### config.mk
export PLATFORM = sky130hd
export DESIGN_NAME = seq_muldiv_flat
export DESIGN_NICKNAME = d
export VERILOG_FILES = /design/src/rtl/muldiv_pkg.sv /design/src/rtl/seq_muldiv_if.sv /design/src/rtl/muldiv_addsub.sv /design/src/rtl/seq_muldiv.sv /design/src/flat_wrapper.sv
export SDC_FILE = /design/constraint.sdc
export NUM_CORES = 1
export LEC_CHECK = 0
export CAP_MARGIN = 20
export CORE_ASPECT_RATIO = 1.25
export CORE_MARGIN = 3
export CORE_UTILIZATION = 35
export DETAILED_ROUTE_END_ITERATION = 8
export GPL_ROUTABILITY_DRIVEN = 0
export GPL_TIMING_DRIVEN = 0
export PLACE_DENSITY_LB_ADDON = 0.3
export SYNTH_ARGS = -nofsm -noshare
export SYNTH_HDL_FRONTEND = slang
export SYNTH_SLANG_ARGS = --single-unit
### constraint.sdc
create_clock -name clk -period 33.2 [get_ports clk]
set_clock_uncertainty 0.1 [all_clocks]
set_input_delay 6.64 -clock clk [delete_from_list [all_inputs] [get_ports clk]]
set_output_delay 6.64 -clock clk [all_outputs]
set_load 0.005 [all_outputs]
### src/rtl/muldiv_pkg.sv
// muldiv_pkg: shared definitions for the sequential multiply/divide unit.
//   op_e    - operation encoding carried on the op port
//   state_e - control FSM states
//   cnt_w   - iteration counter width for a given operand width
package muldiv_pkg;

    typedef enum logic [1:0] {
        OP_MUL  = 2'd0,
        OP_MULU = 2'd1,
        OP_DIV  = 2'd2,
        OP_DIVU = 2'd3
    } op_e;

    typedef enum logic [1:0] {
        IDLE = 2'd0,
        CALC = 2'd1,
        FIX  = 2'd2
    } state_e;

    // The counter must be able to hold the value WIDTH itself.
    function automatic int cnt_w(input int width);
        return $clog2(width + 1);
    endfunction

endpackage

### src/rtl/seq_muldiv_if.sv
// seq_muldiv_if: request/response bundle of the multiply/divide unit.
//   start, kill, op, a, b        - requester -> unit
//   busy, done, result_lo/hi     - unit -> requester
// master: the requester (control unit / testbench); slave: seq_muldiv.
interface seq_muldiv_if
    import muldiv_pkg::*;
#(
    parameter int WIDTH = 32
);
    logic             start;
    logic             kill;
    op_e              op;
    logic [WIDTH-1:0] a;
    logic [WIDTH-1:0] b;
    logic             busy;
    logic             done;
    logic [WIDTH-1:0] result_lo;
    logic [WIDTH-1:0] result_hi;

    modport master (
        output start, kill, op, a, b,
        input  busy, done, result_lo, result_hi
    );

    modport slave (
        input  start, kill, op, a, b,
        output busy, done, result_lo, result_hi
    );
endinterface

### src/rtl/muldiv_addsub.sv
// muldiv_addsub: N-bit ripple adder/subtractor built from 1-bit full-adder cells.
//   x, y  - operands
//   sub   - 0: sum = x + y + cin ; 1: sum = x + ~y + cin (cin=1 gives x - y)
//   cin   - carry into bit 0
//   sum   - result
//   cout  - carry out of the top cell; in subtract mode 1 means "no borrow"
module muldiv_addsub #(
    parameter int N = 33
) (
    input  logic [N-1:0] x,
    input  logic [N-1:0] y,
    input  logic         sub,
    input  logic         cin,
    output logic [N-1:0] sum,
    output logic         cout
);
    logic [N:0]   c;
    logic [N-1:0] y_eff;

    assign y_eff = y ^ {N{sub}};
    assign c[0]  = cin;

    for (genvar i = 0; i < N; i++) begin : g_cell
        assign sum[i]   = x[i] ^ y_eff[i] ^ c[i];
        assign c[i+1]   = (x[i] & y_eff[i]) | (c[i] & (x[i] ^ y_eff[i]));
    end

    assign cout = c[N];
endmodule

### src/rtl/seq_muldiv.sv
// seq_muldiv: iterative signed/unsigned multiply and restoring divide,
// one operand bit per cycle, WIDTH+2 cycles from start to done.
//   clk      - clock, rising edge
//   reset_n  - synchronous active-low reset
//   bus      - seq_muldiv_if slave: start/kill/op/a/b in,
//              busy/done/result_lo/result_hi out (all outputs registered)
// Two shared add/sub units do all arithmetic: in IDLE they negate the
// incoming operands, in CALC the high unit accumulates or trial-subtracts,
// and in FIX they negate the final result words.
module seq_muldiv
    import muldiv_pkg::*;
#(
    parameter int WIDTH = 32
) (
    input  logic        clk,
    input  logic        reset_n,
    seq_muldiv_if.slave bus
);
    localparam int CW = cnt_w(WIDTH);
    localparam logic [CW-1:0] LAST = CW'(WIDTH - 1);

    state_e           state_r, state_nx;
    op_e              op_r;
    logic             sa_r, sb_r, bz_r;
    logic [WIDTH-1:0] opnd_r, a_r, acc_hi_r, acc_lo_r;
    logic [CW-1:0]    cnt_r;
    logic [WIDTH-1:0] res_lo_r, res_hi_r;
    logic             done_r;

    logic [WIDTH-1:0] lo_x, lo_y, lo_sum;
    logic             lo_sub, lo_cin, lo_co;
    logic [WIDTH:0]   hi_x, hi_y, hi_sum;
    logic             hi_sub, hi_cin, hi_co;

    logic             is_mul;
    logic             in_mul, in_sgn, in_sa, in_sb;
    logic [WIDTH-1:0] mag_a, mag_b;
    logic [WIDTH-1:0] fix_lo, fix_hi;

    muldiv_addsub #(.N(WIDTH)) u_lo (
        .x(lo_x), .y(lo_y), .sub(lo_sub), .cin(lo_cin), .sum(lo_sum), .cout(lo_co)
    );

    muldiv_addsub #(.N(WIDTH + 1)) u_hi (
        .x(hi_x), .y(hi_y), .sub(hi_sub), .cin(hi_cin), .sum(hi_sum), .cout(hi_co)
    );

    assign is_mul = (op_r == OP_MUL) || (op_r == OP_MULU);
    assign in_mul = (bus.op == OP_MUL) || (bus.op == OP_MULU);
    assign in_sgn = (bus.op == OP_MUL) || (bus.op == OP_DIV);
    assign in_sa  = in_sgn & bus.a[WIDTH-1];
    assign in_sb  = in_sgn & bus.b[WIDTH-1];
    // Negated MIN stays MIN, which read unsigned is the correct magnitude 2^(W-1).
    assign mag_a  = in_sa ? lo_sum : bus.a;
    assign mag_b  = in_sb ? hi_sum[WIDTH-1:0] : bus.b;

    always_comb begin
        state_nx = state_r;
        case (state_r)
            IDLE:    if (bus.start) state_nx = CALC;
            CALC:    if (cnt_r == LAST) state_nx = FIX;
            FIX:     state_nx = IDLE;
            default: state_nx = IDLE;
        endcase
        if (bus.kill && (state_r != IDLE)) state_nx = IDLE;
    end

    // Add/sub operand steering; default is "negate y" (0 - y).
    always_comb begin
        lo_x   = '0;
        lo_y   = '0;
        lo_sub = 1'b1;
        lo_cin = 1'b1;
        hi_x   = '0;
        hi_y   = '0;
        hi_sub = 1'b1;
        hi_cin = 1'b1;
        case (state_r)
            IDLE: begin
                lo_y = bus.a;
                hi_y = {1'b0, bus.b};
            end
            CALC: begin
                if (is_mul) begin
                    hi_x   = {1'b0, acc_hi_r};
                    hi_y   = acc_lo_r[0] ? {1'b0, opnd_r} : '0;
                    hi_sub = 1'b0;
                    hi_cin = 1'b0;
                end else begin
                    // Partial remainder shifted left with the next dividend bit.
                    hi_x = {acc_hi_r, acc_lo_r[WIDTH-1]};
                    hi_y = {1'b0, opnd_r};
                end
            end
            FIX: begin
                lo_y = acc_lo_r;
                hi_y = {1'b0, acc_hi_r};
                // 2W-bit negate: the low word's carry ripples into the high word.
                if (is_mul) hi_cin = lo_co;
            end
            default: ;
        endcase
    end

    always_comb begin
        fix_lo = acc_lo_r;
        fix_hi = acc_hi_r;
        if (is_mul) begin
            if (sa_r ^ sb_r) begin
                fix_lo = lo_sum;
                fix_hi = hi_sum[WIDTH-1:0];
            end
        end else if (bz_r) begin
            fix_lo = '1;
            fix_hi = a_r;
        end else begin
            if (sa_r ^ sb_r) fix_lo = lo_sum;
            if (sa_r)        fix_hi = hi_sum[WIDTH-1:0];
        end
    end

    always_ff @(posedge clk) begin
        if (!reset_n) begin
            state_r  <= IDLE;
            cnt_r    <= '0;
            done_r   <= 1'b0;
            res_lo_r <= '0;
            res_hi_r <= '0;
        end else begin
            state_r <= state_nx;
            done_r  <= 1'b0;
            if (state_r == IDLE)      cnt_r <= '0;
            else if (state_r == CALC) cnt_r <= cnt_r + CW'(1);
            if (bus.kill && (state_r != IDLE)) begin
                res_lo_r <= '0;
                res_hi_r <= '0;
            end else if (state_r == FIX) begin
                res_lo_r <= fix_lo;
                res_hi_r <= fix_hi;
                done_r   <= 1'b1;
            end
        end
    end

    always_ff @(posedge clk) begin
        case (state_r)
            IDLE: begin
                if (bus.start) begin
                    op_r     <= bus.op;
                    sa_r     <= in_sa;
                    sb_r     <= in_sb;
                    bz_r     <= (bus.b == '0);
                    a_r      <= bus.a;
                    opnd_r   <= in_mul ? mag_a : mag_b;
                    acc_lo_r <= in_mul ? mag_b : mag_a;
                    acc_hi_r <= '0;
                end
            end
            CALC: begin
                if (is_mul) begin
                    acc_hi_r <= hi_sum[WIDTH:1];
                    acc_lo_r <= {hi_sum[0], acc_lo_r[WIDTH-1:1]};
                end else begin
                    // hi_co=1: trial subtract did not borrow, keep the difference.
                    acc_hi_r <= hi_co ? hi_sum[WIDTH-1:0] : hi_x[WIDTH-1:0];
                    acc_lo_r <= {acc_lo_r[WIDTH-2:0], hi_co};
                end
            end
            default: ;
        endcase
    end

    assign bus.busy      = (state_r != IDLE);
    assign bus.done      = done_r;
    assign bus.result_lo = res_lo_r;
    assign bus.result_hi = res_hi_r;
endmodule

### src/flat_wrapper.sv
// flat-port wrapper written by rule: the top's interface ports become plain ports
module seq_muldiv_flat import muldiv_pkg::*;
#(
    parameter int WIDTH = 32
)
  (clk, reset_n, bus_start, bus_kill, bus_op, bus_a, bus_b, bus_busy, bus_done, bus_result_lo, bus_result_hi);
  seq_muldiv_if #(.WIDTH(WIDTH)) bus_i ();
  input  logic clk;
  input  logic reset_n;
  input wire logic [$bits(bus_i.start)-1:0] bus_start;
  input wire logic [$bits(bus_i.kill)-1:0] bus_kill;
  input wire logic [$bits(bus_i.op)-1:0] bus_op;
  input wire logic [$bits(bus_i.a)-1:0] bus_a;
  input wire logic [$bits(bus_i.b)-1:0] bus_b;
  output wire logic [$bits(bus_i.busy)-1:0] bus_busy;
  output wire logic [$bits(bus_i.done)-1:0] bus_done;
  output wire logic [$bits(bus_i.result_lo)-1:0] bus_result_lo;
  output wire logic [$bits(bus_i.result_hi)-1:0] bus_result_hi;
  assign bus_i.start = bus_start;
  assign bus_i.kill = bus_kill;
  assign bus_i.op = bus_op;
  assign bus_i.a = bus_a;
  assign bus_i.b = bus_b;
  assign bus_busy = bus_i.busy;
  assign bus_done = bus_i.done;
  assign bus_result_lo = bus_i.result_lo;
  assign bus_result_hi = bus_i.result_hi;
  seq_muldiv #(.WIDTH(WIDTH)) u_core (.clk(clk), .reset_n(reset_n), .bus(bus_i));
endmodule
==> flow_metrics.py, run 1 <==
metrics = {
    "status": {
        "status": "finished, final reports clean",
    },
    "place": {
        "place_inst": 2101,
        "dp_hpwl_mm": 38.1,
        "place_ws_ps": 3910,
        "portBuffers": 134,
    },
    "cts": {
        "clkSinkCount": 205,
        "cts_buffer_depth": 3,
        "cts-buffers-inserted": 23,
        "hold_buffers": 0,
        "cts_tree": "yes",
        "clk_pin_slew_worst_paths_ps": 60,
        "cts-htree-levels": 1,
        "clkLatencyLatePin_ps": 530,
        "root_buffer": "clkbuf_16",
        "post_cts_buffers": 0,
        "cts_resized": 0,
    },
    "worst_setup_path": {
        "r2r-start": "u_core.state_r[1]$_SDFFE_PP0P_",
        "reg2reg_to": "u_core.acc_hi_r[13]$_SDFFCE_PN0P_",
        "required_ps": 33360,
        "reg2reg_slack_ps": 9280,
        "worstPathMaxFanout": 10,
        "end_kind": "flip-flop",
        "slowest_stage": "clkdlybuf4s50_1",
        "cpMostUsedCell": "fa_1",
        "r2r_cells": 81,
        "cp.arrival_ps": 29080,
        "worst-setup-path-type": "primary input to flip-flop",
        "slowest_delay_ps": 510,
        "crit_path_start_kind": "primary input",
    },
    "routing": {
        "drt_wl_total_mm": 48.7,
        "via_per_inst": 5.80,
        "first_iter_violations": 1426,
        "vias": 12400,
        "dr.pass1.iters": 6,
        "ant_nets": 0,
        "drc": 0,
        "routedWlPerCell_um": 22.7,
    },
    "timing": {
        "fmax_mhz": 34.6,
        "grt_setup_unrepaired": "false",
        "fin_crit_sh_pct": 87.1,
        "tightest_slew_ps": 901,
        "slew_headroom_pct": 39.7,
        "setup_ws_ps": 4280,
        "final_hold_viol_count": 0,
        "setup_violations": 0,
        "hold_ws_ps": 388,
        "fin_crit_ps": 28920,
        "tns_ps": 0,
        "final_max_slew_viol_count": 0,
    },
    "synthesis": {
        "synth_seq_cells": 205,
        "synth_ff_type": "edfxtp_1",
        "ys_async_sr_fraction_pct": 0,
        "synth.avg_cell_area_sq_um": 9.34,
        "yosysMostFrequentCell": "o21ai_0",
        "syn_inst": 1472,
        "synth_commonest_cells": "o21ai_0 (191), nand2_1 (169), nor2_1 (163)",
        "synth_top_area_share_pct": 28.8,
        "synth_cell_types": 41,
        "synth_area_leader_cell": "edfxtp_1",
        "yosysWarnings": 0,
        "syn_nets": 1613,
        "ys_seq_area_share_pct": 39.5,
        "syn_area_sq_um": 13700,
        "synth_edf_count": 132,
        "synth_top_cells_by_area": "edfxtp_1 (29%), dfxtp_1 (11%), mux2_2 (7.5%)",
    },
    "floorplan": {
        "die_w_um": 183,
        "initial_utilization_pct": 35.8,
        "pin_count": 136,
        "dieHeight_um": 228,
        "dieArea_sq_um": 41700,
        "row_count": 80,
        "core_sq_um": 38400,
    },
    "power_and_ir_drop": {
        "power.density_nw_per_um2": 76.1,
        "p_leak_nw": 5.85,
        "pwr-share-seq_pct": 31.2,
        "clock_power_share_pct": 20.8,
        "p_int_w": 0.000731,
        "comb_power_share_pct": 48.1,
        "vdd_drop_max_mv": 0.0301,
        "p_switching_w": 0.000526,
        "totalPowerFinal_w": 0.00126,
        "switching_share_pct": 41.9,
    },
    "cells_and_area": {
        "area_delta_synth_final_pct": 20.2,
        "stdcell_count": 2142,
        "nNetsFinal": 1775,
        "antenna_cells": 0,
        "fill_cells": 3757,
        "drive_above_1_share_pct": 10.1,
    },
    "global_routing": {
        "grt_max_degree": 69,
        "grt_pass1_vias": 12500,
        "grt_use_total_pct": 22.7,
        "antenna_found_initial": 0,
        "grt_pass1_wl_mm": 73.7,
        "overflow": 0,
    },
    "worst_hold_path": {
        "holdPathStages": 2,
        "hp-start": "u_core.cnt_r[5]$_SDFFE_PP0P_",
        "whs_endpoint": "u_core.cnt_r[5]$_SDFFE_PP0P_",
        "hp-class": "flip-flop to flip-flop",
    },
    "job": {
        "cap_violations": 0,
    },
}
critical path, delay by kind of cell:
kind,cells,cell delay (ps)
AO/OA/AOI/OAI,4,690
adder cells (fa/ha/maj),64,20040
buffers and inverters,6,1310
AND/OR/NAND/NOR,4,340
placed cells by master (no fill, tap or decap), types with 38 or more instances in the layout:
master	count
clkdlybuf4s50_1	134
mux2i_1	67
nor2_1	163
edfxtp_1	132
nand2_1	169
clkbuf_1	95
mux2_2	92
a31oi_1	62
o21ai_0	190
ha_1	38
dfxtp_1	73
sequential cells by signal, summed over array words and instances (netlist names):
name	flops
u_core.cnt_r	6
u_core.state_r	2
u_core.bus.done	1
u_core.bus.result_hi	32
u_core.op_r	1
u_core.acc_lo_r	32
u_core.acc_hi_r	32
u_core.sb_r	1
u_core.bz_r	1
u_core.opnd_r	32
u_core.bus.result_lo	32
u_core.sa_r	1
u_core.a_r	32
worst max-delay path by stage:
stage / start / to / slack [ps] / depth (start not counted)
global route: bus_a[0] / u_core.acc_hi_r[21]$_SDFFCE_PN0P_ / 3530 / 78
detailed placement: bus_a[0] / u_core.acc_hi_r[26]$_SDFFCE_PN0P_ / 3910 / 78
floorplan: bus_a[0] / u_core.acc_hi_r[20]$_SDFFCE_PN0P_ / 6260 / 77
global placement: bus_a[0] / u_core.acc_hi_r[25]$_SDFFCE_PN0P_ / 3970 / 78
finish: bus_a[0] / u_core.acc_hi_r[13]$_SDFFCE_PN0P_ / 4280 / 78
CTS: bus_a[0] / u_core.acc_hi_r[4]$_SDFFCE_PN0P_ / 4340 / 78
metrics by stage:
stage	cell area, sq um	utilization (%)
floorplan	13700	-
global placement	15700	40.9
detailed placement	15800	41.0
CTS	16500	43.0
global route	16500	43.0
finish	16500	43.0
logic make-up after synthesis:
family,synth area share (%)
DFF,39.5
muxes,12.4
adders and majority gates,8.26
AOI/OAI and AO/OA,19.6
buffers and inverters,4.30
and+or+nand+nor,13.5
xor gates and xnor gates,2.48
layout make-up:
cell class              count  area, sq um  area share (%)
flip-flops and latches    205         5430            32.8
plain buffers             135          546            3.30
inverters                  12         45.0           0.273
well taps                 492          616            3.73
clock inverters            13          131           0.795
repair buffers            137         1400            8.45
clock buffers              28          614            3.72
multi-input cells        1120         7740            46.9
layer usage:
layer,vias up,global-route usage [%],part of all wire (%)
li1,5731,-,-
met1,5951,28.1,39
met2,596,39.9,49
met3,138,2.43,7.1
met4,0,10.6,4.8
met5,-,0,0
power groups by stage:
stage | Clock (W) | Combinational (W) | Sequential, W
2_1_floorplan | 0 | 0.000397 | 0.000379
3_3_place_gp | 0 | 0.000576 | 0.000402
3_5_place_dp | 0 | 0.000592 | 0.000395
4_1_cts | 0.000265 | 0.000596 | 0.000390
5_1_grt | 0.000273 | 0.000660 | 0.000397
6_report | 0.000261 | 0.000604 | 0.000392
Note: power is estimated with default switching activity, not from simulation.
==> inputs of run 2 (changes only) <==
Settings changed: SLEW_MARGIN set to 20.
Clock period 33.2 ns to 26.3 ns, I/O delays scaled along.
==> flow_metrics.py, run 2 (synthesis results as in run 1) <==
metrics = {
    "worst_setup_path": {
        "required_ps": 26480,
        "r2r_cells": 81,
        "cp.arrival_ps": 25790,
        "r2r-start": "u_core.state_r[0]$_SDFFE_PP0P_",
        "worstPathMaxFanout": 6,
        "slowest_delay_ps": 470,
        "worst-setup-path-type": "primary input to flip-flop",
        "crit_path_start_kind": "primary input",
        "cpMostUsedCell": "ha_1",
        "end_kind": "flip-flop",
        "reg2reg_slack_ps": 4010,
        "reg2reg_to": "u_core.acc_hi_r[31]$_SDFFCE_PN0P_",
        "slowest_stage": "fa_1",
    },
    "worst_hold_path": {
        "hp-class": "flip-flop to flip-flop",
        "whs_endpoint": "u_core.bus.result_hi[29]$_SDFFE_PP0N_",
        "hp-start": "u_core.bus.result_hi[29]$_SDFFE_PP0N_",
        "holdPathStages": 2,
    },
    "cells_and_area": {
        "multi_input_area_sq_um": 7800,
        "antenna_cells": 0,
        "mostFrequentLayoutCell": "o21ai_0",
        "area_delta_synth_final_pct": 21.1,
        "nNetsFinal": 1777,
        "seq_area_sq_um": 5430,
        "drive_above_1_share_pct": 12.1,
        "layout_common_cells": "o21ai_0 (187), nand2_1 (169), nor2_1 (163)",
        "fill_cells": 3813,
    },
    "job": {
        "cap_violations": 0,
    },
    "global_routing": {
        "grt_pass1_wl_mm": 73.6,
        "grt_max_degree": 46,
        "grt_use_total_pct": 22.7,
        "grt_pass1_vias": 12500,
        "antenna_found_initial": 0,
        "overflow": 0,
    },
    "place": {
        "dp_hpwl_mm": 38.2,
        "portBuffers": 134,
        "place_ws_ps": -1600,
    },
    "floorplan": {
        "die_w_um": 183,
        "dieArea_sq_um": 41700,
        "initial_utilization_pct": 35.8,
        "dieHeight_um": 228,
        "core_sq_um": 38400,
        "row_count": 80,
        "pin_count": 136,
    },
    "timing": {
        "final_max_slew_viol_count": 0,
        "tightest_slew_ps": 920,
        "setup_ws_ps": 692,
        "grt_setup_unrepaired": "false",
        "fmax_mhz": 39.0,
        "slew_headroom_pct": 38.7,
        "hold_ws_ps": 392,
        "final_hold_viol_count": 0,
        "fin_crit_ps": 25610,
        "fin_crit_sh_pct": 97.4,
        "setup_violations": 0,
    },
    "cts": {
        "cts_buffer_depth": 3,
        "clkLatencyLatePin_ps": 540,
        "hold_buffers": 0,
        "cts-buffers-inserted": 22,
        "clkSinkCount": 205,
        "root_buffer": "clkbuf_16",
        "clk_pin_slew_worst_paths_ps": 80,
        "cts-htree-levels": 1,
        "cts_tree": "yes",
    },
    "power_and_ir_drop": {
        "p_leak_nw": 5.90,
        "power.density_nw_per_um2": 96.4,
        "vdd_drop_max_mv": 0.0368,
    },
    "routing": {
        "dr.pass1.iters": 7,
        "first_iter_violations": 1393,
        "routedWlPerCell_um": 22.8,
        "drt_wl_total_mm": 48.9,
        "via_per_inst": 5.79,
        "ant_nets": 0,
        "drc": 0,
        "vias": 12400,
    },
    "status": {
        "status": "finished, final reports clean",
    },
}
-- run 2: power by group --
| part | switching [W] | internal (W) |
|---|---|---|
| Combinational | 0.000467 | 0.000320 |
| Sequential | 0.0000625 | 0.000432 |
| Clock | 0.000141 | 0.000183 |
-- run 2: worst max path at each step --
| stage | endpoint | startpoint | slack [ps] | depth (start not counted) |
|---|---|---|---|---|
| finish | u_core.acc_hi_r[31]$_SDFFCE_PN0P_ | bus_a[0] | 690 | 78 |
| floorplan | u_core.acc_hi_r[20]$_SDFFCE_PN0P_ | bus_a[0] | 740 | 77 |
| global route | u_core.acc_hi_r[0]$_SDFFCE_PN0P_ | bus_a[0] | 70 | 78 |
| detailed placement | u_core.acc_hi_r[26]$_SDFFCE_PN0P_ | bus_a[0] | -1600 | 78 |
| global placement | u_core.acc_hi_r[25]$_SDFFCE_PN0P_ | bus_a[0] | -1550 | 78 |
| CTS | u_core.acc_hi_r[31]$_SDFFCE_PN0P_ | bus_a[0] | 2 | 78 |
-- run 2: timing repair --
item | 4_1_cts | 5_1_grt
buffers inserted | 2 | 0
endpoints found under the hold margin | 0 | 0
pin swaps | 2 | 2
setup endpoints to repair | 37 | 36
gates resized for setup | 19 | 15
-- run 2: final cells by class --
type,count,share of cell area (%)
flip-flops and latches,205,32.6
plain buffers,134,3.30
clock buffers,28,4.07
multi-input cells,1120,46.9
clock inverters,12,0.413
well taps,492,3.70
inverters,12,0.271
repair buffers,141,8.78
-- run 2: metrics by stage --
stage / instances / util (%) / setup TNS, ps / instance area, sq um / power [W]
2_1_floorplan: 1472 / - / 0 / 13700 / 0.000980
3_3_place_gp: 2098 / 40.9 / -53510 / 15700 / 0.00123
3_5_place_dp: 2103 / 41.2 / -54870 / 15800 / 0.00125
4_1_cts: 2144 / 43.2 / 0 / 16600 / 0.00159
5_1_grt: 2144 / 43.3 / 0 / 16600 / 0.00170
6_report: 2144 / 43.3 / 0 / 16600 / 0.00161
-- run 2: critical path: cells and delay by family --
kind | cells | cell delay [ps]
fa+ha+maj | 64 | 18750
buf+inv | 6 | 860
compound gates | 4 | 650
simple gates | 4 | 260
-- run 2: per-layer routing --
| metal | up-vias | routed length, um | GRT usage, % |
|---|---|---|---|
| met5 | - | 0 | 0 |
| met2 | 570 | 23900 | 40.2 |
| li1 | 5749 | - | - |
| met1 | 5992 | 19800 | 28.1 |
| met3 | 106 | 3160 | 2.78 |
| met4 | 0 | 2090 | 9.54 |
